File: src/rtl/rom_addr_sequencer.sv
// Command sequencer for the ROM/mux/ALU concatenation datapath: buffers address bundles,
// drives the ROM address buses, waits SETTLE cycles and captures the result. Option: ROMSEQ_COUNT_EN.
module rom_addr_sequencer #(
  parameter int FIFO_DEPTH = 4,
  parameter int SETTLE     = 1
) (
  input  logic                          clk,
  input  logic                          rst,
  input  logic                          cmd_valid,
  output logic                          cmd_ready,
  input  logic [15:0]                   cmd_data,
  output logic [4:0]                    addr_rom1,
  output logic [1:0]                    addr_rom2,
  output logic [1:0]                    addr_rom3,
  output logic [1:0]                    addr_rom4,
  output logic [1:0]                    addr_rom5,
  output logic [2:0]                    addr_rom6,
  input  logic [31:0]                   cat_result,
  output logic                          res_valid,
  input  logic                          res_ready,
  output logic [31:0]                   res_data,
`ifdef ROMSEQ_COUNT_EN
  output logic [15:0]                   done_count,
`endif
  output logic [$clog2(FIFO_DEPTH):0]   fifo_count
);

  // state | meaning
  // IDLE  | no bundle in flight; pops (loads) the FIFO head when one is available
  // WAIT  | addresses driven, settle counter running down to zero
  // HOLD  | result captured, res_valid high until downstream accepts
  typedef enum logic [1:0] {IDLE, WAIT, HOLD} state_t;

  localparam int AW = $clog2(FIFO_DEPTH);
  localparam int CW = (SETTLE > 1) ? $clog2(SETTLE) : 1;
  localparam logic [AW:0]   FULL_CNT   = (AW + 1)'(FIFO_DEPTH);
  localparam logic [CW-1:0] SETTLE_TOP = CW'(SETTLE - 1);

  state_t        state, state_nxt;
  logic [15:0]   mem [FIFO_DEPTH];
  logic [AW-1:0] wr_ptr, rd_ptr;
  logic [CW-1:0] settle_cnt;
  logic          full, empty, push, pop, capture, accept;
  logic [15:0]   head;

  assign full      = (fifo_count == FULL_CNT);
  assign empty     = (fifo_count == '0);
  assign cmd_ready = !full && !rst;
  assign push      = cmd_valid && cmd_ready;
  assign head      = mem[rd_ptr];

  always_ff @(posedge clk) begin
    if (rst) state <= IDLE;
    else     state <= state_nxt;
  end

  always_comb begin
    state_nxt = state;
    pop       = 1'b0;
    capture   = 1'b0;
    accept    = 1'b0;
    unique case (state)
      IDLE: begin
        if (!empty) begin
          pop       = 1'b1;
          state_nxt = WAIT;
        end
      end
      WAIT: begin
        if (settle_cnt == '0) begin
          capture   = 1'b1;
          state_nxt = HOLD;
        end
      end
      HOLD: begin
        if (res_ready) begin
          accept = 1'b1;
          if (!empty) begin
            pop       = 1'b1;
            state_nxt = WAIT;
          end else begin
            state_nxt = IDLE;
          end
        end
      end
      default: state_nxt = IDLE;
    endcase
  end

  // Pointers are AW bits wide, so they wrap modulo the power-of-two depth.
  always_ff @(posedge clk) begin
    if (rst) begin
      wr_ptr     <= '0;
      rd_ptr     <= '0;
      fifo_count <= '0;
    end else begin
      if (push) begin
        mem[wr_ptr] <= cmd_data;
        wr_ptr      <= wr_ptr + 1'b1;
      end
      if (pop) rd_ptr <= rd_ptr + 1'b1;
      case ({push, pop})
        2'b10:   fifo_count <= fifo_count + 1'b1;
        2'b01:   fifo_count <= fifo_count - 1'b1;
        default: fifo_count <= fifo_count;
      endcase
    end
  end

  always_ff @(posedge clk) begin
    if (rst) begin
      addr_rom1  <= '0;
      addr_rom2  <= '0;
      addr_rom3  <= '0;
      addr_rom4  <= '0;
      addr_rom5  <= '0;
      addr_rom6  <= '0;
      settle_cnt <= '0;
      res_valid  <= 1'b0;
      res_data   <= '0;
    end else begin
      if (pop) begin
        addr_rom1  <= head[15:11];
        addr_rom2  <= head[10:9];
        addr_rom3  <= head[8:7];
        addr_rom4  <= head[6:5];
        addr_rom5  <= head[4:3];
        addr_rom6  <= head[2:0];
        settle_cnt <= SETTLE_TOP;
      end else if (state == WAIT && !capture) begin
        settle_cnt <= settle_cnt - 1'b1;
      end
      if (capture) begin
        res_data  <= cat_result;
        res_valid <= 1'b1;
      end else if (accept) begin
        res_valid <= 1'b0;
      end
    end
  end

`ifdef ROMSEQ_COUNT_EN
  always_ff @(posedge clk) begin
    if (rst)         done_count <= '0;
    else if (accept) done_count <= done_count + 1'b1;
  end
`endif

endmodule
File: config.mk
export PLATFORM = sky130hd
export DESIGN_NAME = rom_addr_sequencer
export DESIGN_NICKNAME = d
export VERILOG_FILES = /design/src/rtl/rom_addr_sequencer.sv
export SDC_FILE = /design/constraint.sdc
export NUM_CORES = 1
export LEC_CHECK = 0
export ABC_CLOCK_PERIOD_IN_PS = 2600
export CAP_MARGIN = 5
export CORE_AREA = 2 2 101 103
export CTS_BUF_LIST = sky130_fd_sc_hd__clkbuf_16
export DETAILED_ROUTE_END_ITERATION = 12
export DIE_AREA = 0 0 103 105
export PLACE_DENSITY = 0.81
export SETUP_SLACK_MARGIN = 0.02
export SLEW_MARGIN = 20
export SYNTH_ARGS = -nofsm -noshare
export SYNTH_HDL_FRONTEND = slang
export SYNTH_SLANG_ARGS = --single-unit
File: constraint.sdc
create_clock -name clk -period 2.6 [get_ports clk]
set_clock_uncertainty 0.1 [all_clocks]
set_input_delay 0.26 -clock clk [delete_from_list [all_inputs] [get_ports clk]]
set_output_delay 0.26 -clock clk [all_outputs]
set_load 0.05 [all_outputs]
==> run_results.csv, run 1 <==
group,metric,value,unit
outcome,status,"finished, final reports clean",
worst_setup_path,path_class,"reg -> reg",
detailed_routing,drt_iter0_drc,174,
detailed_routing,ant_nets,0,
synth,synth_ff_type,"edfxtp_1",
synth,synth_nets,392,
timing,final_hold_viol_count,0,
finish,diodes,0,
clock_tree,cts_buffers,17,
timing,min_period,2.43,ns
global_routing,grt_max_degree,61,
run,maxCapViolCount,0,
clock_tree,cts_sinks,123,
global_routing,grt_pass1_vias,3165,
worst_setup_path,worst_setup_path_start_kind,"register",
worst_setup_path,critPathMaxFanout,6,
floorplan,initial_utilization,0.493,
timing,worst_pin_slew,0.895,ns
clock_tree,cts_tree,"yes",
power_and_ir_drop,irDropWorstVdd,551,uV
synth,ys_ff_latch,123,
power_and_ir_drop,p_per_area,1200,mW/mm2
global_routing,grt_util_met3,0.0548,
floorplan,num_io_pins,105,
synth,synthTopCellsByArea,"edfxtp_1, dfxtp_1, mux4_2, mux2i_1, nor2_1",
finish,layout.nets,503,
floorplan,core,0.00964,mm2
timing,finalCritPeriodShare,0.936,
clock_tree,postCtsResizedCells,0,
timing,setup_viol,0,
detailed_routing,firstDrtPassIters,4,
global_routing,met1_usage,0.226,
synth,ys_types,33,
global_routing,top_usage_layer,"met2",
min_path,hold_class,"in -> reg",
detailed_routing,drc,0,
global_routing,grt-ovfl-total,0,
floorplan,dieArea,0.0108,mm2
synth,synth_edf_count,64,
timing,setup_tns,0,ns
worst_setup_path,cp-startpoint,"fifo_count[0]$_SDFFE_PP0P_",
clock_tree,clkTransAtPathRegs,0.05,ns
detailed_routing,vias,3128,
min_path,hold_start,"rst",
clock_tree,htree_levels,4,
synth,avgSynthCellArea,14.2,um2
clock_tree,hold_buffers,0,
placement,placed_area,0.00591,mm2
global_routing,grt_pass1_wl,15.3,mm
worst_setup_path,required,2.82,ns
worst_setup_path,critPathArrivalTime,2.65,ns
power_and_ir_drop,p_leak,2.25,nW
placement,numPortBuffers,104,
synth,ys_seq_area_frac,0.653,
finish,area_delta_synth_final,36.0,%
timing,finalMaxSlewViolations,0,
global_routing,use_met2,0.306,
worst_setup_path,reg2reg_from,"fifo_count[0]$_SDFFE_PP0P_",
power_and_ir_drop,p_total,0.00775,W
clock_tree,clockBufferDepth,2,
clock_tree,postCtsSetupBuffers,0,
placement,detailed_place_hpwl,6.32,mm
detailed_routing,via_per_inst,5.29,
synth,synth_top_area_share,0.404,
global_routing,antenna_found_initial,0,
placement,gp_congestion,0.762,
synth,yosysMostFrequentCell,"edfxtp_1",
synth,yosys-top-cells-count,"edfxtp_1, dfxtp_1, nor2_1, mux2i_1, a21oi_1",
detailed_routing,detail_route.wl_per_cell,16.9,um
finish,drive_gt1_frac,0.142,
synth,synth_async_sr_flop_share,0,
floorplan,rows,36,
detailed_routing,wirelength,9.99,mm
floorplan,dieHeight,105,um
finish,stdcell_area,0.00646,mm2
synth,syn_area,0.00475,mm2
synth,yosysWarnings,0,
clock_tree,clk_latency,0.39,ns
worst_setup_path,critPathCaptureType,"register",
timing,relSlewSlack,0.402,
floorplan,die_width,103,um
clock_tree,root_buffer,"clkbuf_16",
synth,yosysTopAreaCell,"edfxtp_1",
timing,fmax,0.411,GHz
timing,rsz0062_at_grt,"false",
global_routing,grtUsageTotal,0.185,
synth,synthCells,334,
[placed cells by master (no fill, tap or decap), drive strengths merged, types with 2 or more instances in the layout]
master / synthesis / final
a21oi: 22 / 22
and2: 4 / 4
buf: 18 / 14
clkbuf: 7 / 17
clkdlybuf4s50: 0 / 103
clkinv: 1 / 8
clkinvlp: 0 / 4
dfxtp: 59 / 59
edfxtp: 64 / 64
ha: 5 / 5
inv: 7 / 10
mux2: 2 / 2
mux2i: 33 / 33
mux4: 16 / 16
nand2: 3 / 3
nand2b: 2 / 2
nand4: 17 / 17
nor2: 40 / 40
nor2b: 3 / 3
nor3b: 3 / 3
o21ai: 2 / 2
o31ai: 17 / 17
or3: 2 / 2
xor2: 2 / 2
[registers in the layout, summed over array words and instances, names as in the netlist, 2 cells and up]
name        flops
addr_rom1       5
addr_rom2       2
addr_rom3       2
addr_rom4       2
addr_rom5       2
addr_rom6       3
fifo_count      3
mem            64
rd_ptr          2
res_data       32
state           2
wr_ptr          2
[power breakdown]
group	switching, W	internal [W]
sequential	0.000231	0.00239
combinational	0.00189	0.00115
clock	0.000790	0.00129
[layout make-up]
class	count	area (um2)
fillers	717	3180
flip-flops and latches	123	3100
multi-input cells	178	1490
repair buffers	117	1130
clock buffers	17	425
well taps	133	166
clock inverters	15	113
inverters	8	30.0
[final timing paths]
kind                                      to  slack (ns)  depth (start not counted)
hold reg to reg    addr_rom2[0]$_SDFFE_PP0P_        0.38                          2
setup / recovery  fifo_count[2]$_SDFFE_PP0P_        0.17                          9
setup reg to reg  fifo_count[2]$_SDFFE_PP0P_        0.17                          9
hold / removal        wr_ptr[0]$_SDFFE_PP0P_        0.13                          3
[layer usage]
layer	vias to the layer above	wire, um
met3	10	704
met2	122	5070
li1	1464	-
met1	1532	4100
met4	0	125
met5	-	0
[cell families after synthesis]
| logic type | Yosys count | share of synthesized area |
|---|---|---|
| AO/OA/AOI/OAI | 41 | 0.0521 |
| buffers and inverters | 33 | 0.0366 |
| multiplexers | 51 | 0.150 |
| XOR/XNOR | 2 | 0.00369 |
| flip-flops | 123 | 0.653 |
| adder cells (fa/ha/maj) | 6 | 0.0174 |
| AND/OR/NAND/NOR | 78 | 0.0874 |
[stage by stage]
step | instances | utilization | worst slack [ns] | hold WS (ns)
floorplan | 334 | - | 0.0663 | 0.259
global placement | 559 | 0.614 | 0.137 | 0.360
detailed placement | 559 | 0.614 | -0.0160 | 0.368
CTS | 591 | 0.669 | 0.104 | 0.120
global route | 591 | 0.671 | 0.0628 | 0.153
finish | 591 | 0.671 | 0.166 | 0.131
[worst max-delay path, cell delays in order (launching register included)]
cell     delay (ns)
dfxtp_1        0.50
or3_1          0.21
nand3_2        0.10
inv_2          0.09
ha_1           0.19
inv_1          0.07
fa_1           0.39
xor2_1         0.19
or3_1          0.35
a21oi_1        0.17
(Power assumes the default switching activity.)
==> run 2, diff against run 1 <==
--- a/config.mk
+++ b/config.mk
@@ -7,10 +7,10 @@
 export LEC_CHECK = 0
 export ABC_CLOCK_PERIOD_IN_PS = 2600
 export CAP_MARGIN = 5
-export CORE_AREA = 2 2 101 103
+export CORE_AREA = 2 2 96 108
 export CTS_BUF_LIST = sky130_fd_sc_hd__clkbuf_16
 export DETAILED_ROUTE_END_ITERATION = 12
-export DIE_AREA = 0 0 103 105
+export DIE_AREA = 0 0 98 110
 export PLACE_DENSITY = 0.81
 export SETUP_SLACK_MARGIN = 0.02
 export SLEW_MARGIN = 20
==> constraint.sdc (replaced) <==
create_clock -name clk -period 2.6 [get_ports clk]
set_clock_uncertainty 0.1 [all_clocks]
set_input_delay 0.52 -clock clk [delete_from_list [all_inputs] [get_ports clk]]
set_output_delay 0.52 -clock clk [all_outputs]
set_load 0.05 [all_outputs]
==> run 2 against run 1 <==
Register-to-register slack gained 0.13 ns. Worst hold slack gained 0.24 ns. Via count shrank 1.4%. Combinational power is essentially flat. Largest cell class unchanged. Maximum frequency grew 4.5%. Wire length shrank 4.0%. Core utilization shrank 0.72 points. Total power shrank 2.5%. Sequential cell count is the same. Design area shrank 0.95%.
==> run_results.csv, run 2 (synthesized netlist as in run 1, its figures left out) <==
group,metric,value,unit
outcome,status,"finished, final reports clean",
global_routing,grt_pass1_vias,3029,
timing,finalCritPeriodShare,0.896,
min_path,hold_start,"res_valid$_SDFFE_PP0P_",
timing,fmax,0.429,GHz
worst_setup_path,critPathCaptureType,"register",
floorplan,dieHeight,110,um
finish,largest_register_ff_count,64,
finish,top_regs,"mem x64, res_data x32, addr_rom1 x5",
worst_setup_path,critPathArrivalTime,2.55,ns
timing,final_hold_viol_count,0,
floorplan,dieArea,0.0108,mm2
power_and_ir_drop,comb_power_share,0.403,
clock_tree,htree_levels,4,
clock_tree,cts_sinks,123,
floorplan,rows,38,
finish,diodes,0,
power_and_ir_drop,irDropWorstVdd,587,uV
power_and_ir_drop,clkPwrFrac,0.250,
worst_setup_path,timing.rr.end,"fifo_count[2]$_SDFFE_PP0P_",
detailed_routing,wirelength,9.60,mm
finish,layout.nets,506,
floorplan,initial_utilization,0.492,
worst_setup_path,required,2.82,ns
placement,detailed_place_hpwl,6.21,mm
clock_tree,clockBufferDepth,2,
finish,final_common_cell,"clkdlybuf4s50_1",
timing,min_period,2.33,ns
worst_setup_path,rrSetupSlack,0.30,ns
power_and_ir_drop,pwr-share-seq,0.347,
worst_setup_path,reg2reg_from,"fifo_count[2]$_SDFFE_PP0P_",
power_and_ir_drop,p_sw_frac,0.372,
finish,fin_cells,577,
detailed_routing,detail_route.wl_per_cell,16.6,um
worst_setup_path,rr_worst_depth,9,
power_and_ir_drop,switchingPower,0.00281,W
clock_tree,hold_buffers,0,
clock_tree,postCtsSetupBuffers,0,
clock_tree,cts_buffers,17,
clock_tree,postCtsResizedCells,0,
clock_tree,root_buffer,"clkbuf_16",
detailed_routing,via_per_inst,5.35,
timing,rsz0062_at_grt,"false",
detailed_routing,drc,0,
detailed_routing,ant_nets,0,
worst_setup_path,path_class,"in -> reg",
placement,numPortBuffers,104,
placement,place_ws,-0.149,ns
worst_setup_path,crit_end,"fifo_count[2]$_SDFFE_PP0P_",
timing,setup_viol,0,
global_routing,grt_pass1_wl,15.2,mm
timing,worst_pin_slew,0.881,ns
floorplan,die_width,98,um
timing,finalMaxSlewViolations,0,
clock_tree,clk_latency,0.40,ns
placement,dp.cells,549,
finish,drive_gt1_frac,0.133,
power_and_ir_drop,intPower,0.00474,W
finish,registers.top_by_ff_count,"mem",
run,maxCapViolCount,0,
timing,fin_ws,0.271,ns
power_and_ir_drop,p_leak,2.25,nW
floorplan,num_io_pins,105,
detailed_routing,drt_iter0_drc,151,
global_routing,grt_max_degree,62,
finish,nFillCells,708,
finish,area_delta_synth_final,34.7,%
power_and_ir_drop,p_per_area,1180,mW/mm2
finish,fin_util,0.663,
global_routing,grtUsageTotal,0.185,
worst_setup_path,critPathMaxFanout,3,
detailed_routing,vias,3085,
worst_setup_path,worst_setup_path_start_kind,"primary input",
clock_tree,cts_tree,"yes",
floorplan,core,0.00965,mm2
finish,final_cell_mix,"clkdlybuf4s50_1, edfxtp_1, dfxtp_1",
detailed_routing,firstDrtPassIters,4,
placement,gp_congestion,0.706,
clock_tree,clkTransAtPathRegs,0.05,ns
timing,relSlewSlack,0.412,
timing,setup_tns,0,ns
global_routing,antenna_found_initial,0,
global_routing,grt-ovfl-total,0,
min_path,hold_class,"reg -> reg",
worst_setup_path,cp-startpoint,"res_ready",
-- run 2: cell types whose count changed in the layout (fill, tap and decap cells not counted), sizes merged --
cell           before  now
buf                14   18
clkinvlp            4    0
bufinv              1    0
clkinv              8    7
inv                10   12
clkdlybuf4s50     103  102
-- run 2: worst min path at each step --
| stage | depth (start not counted) | endpoint | slack [ns] |
|---|---|---|---|
| after floorplan | 2 | state[0]$_SDFFE_PP0P_ | 0.36 |
| after global placement | 2 | addr_rom5[0]$_SDFFE_PP0P_ | 0.35 |
| after detailed placement | 2 | res_valid$_SDFFE_PP0P_ | 0.37 |
| after CTS | 2 | res_valid$_SDFFE_PP0P_ | 0.38 |
| after global routing | 2 | addr_rom4[0]$_SDFFE_PP0P_ | 0.40 |
| final | 2 | res_valid$_SDFFE_PP0P_ | 0.37 |
-- run 2: per-layer routing --
metal | share of wire | track usage | routed length (um) | vias up
met5 | 0 | 0 | 0 | -
met4 | 0.014 | 0.0853 | 132 | 0
met3 | 0.059 | 0.0523 | 564 | 15
met2 | 0.50 | 0.304 | 4790 | 107
met1 | 0.43 | 0.231 | 4110 | 1493
li1 | - | - | - | 1470
-- run 2: cell type report --
class / count / area [um2] / share of cell area
tap: 120 / 150 / 0.0235
timing repair buffer: 120 / 1170 / 0.182
multi-input combinational: 178 / 1480 / 0.231
inverter: 8 / 30.0 / 0.00469
clock inverter: 11 / 46.3 / 0.00723
clock buffer: 17 / 425 / 0.0664
sequential: 123 / 3100 / 0.485
-- run 2: worst max-delay path, cell delays in order --
cell             delay (ns)
clkdlybuf4s50_1        0.49
nand2b_1               0.15
nand3_2                0.10
inv_2                  0.07
ha_1                   0.15
inv_1                  0.05
fa_1                   0.37
xor2_1                 0.18
or3_1                  0.31
a21oi_1                0.15
-- run 2: power groups by stage --
stage	clock (W)	sequential, W	combinational (W)
after global placement	0	0.00264	0.00299
after global routing	0.00202	0.00266	0.00327
after detailed placement	0	0.00266	0.00306
after floorplan	0	0.00340	0.00141
final	0.00189	0.00262	0.00305
after CTS	0.00193	0.00262	0.00307
-- run 2: stage by stage --
step                cell area, um2  hold WS, ns  power (W)
detailed placement            5930        0.372    0.00572
CTS                           6400        0.379    0.00761
finish                        6400        0.372    0.00755
global placement              5930        0.352    0.00563
floorplan                     4750        0.364    0.00481
global route                  6400        0.398    0.00795
==> run 3, diff against run 2 <==
--- a/config.mk
+++ b/config.mk
@@ -11,6 +11,7 @@
 export CTS_BUF_LIST = sky130_fd_sc_hd__clkbuf_16
 export DETAILED_ROUTE_END_ITERATION = 12
 export DIE_AREA = 0 0 98 110
+export GPL_ROUTABILITY_DRIVEN = 0
 export PLACE_DENSITY = 0.81
 export SETUP_SLACK_MARGIN = 0.02
 export SLEW_MARGIN = 20
==> results of run 3 <==
Final layout, timing and power as in run 2 (identical DEF).
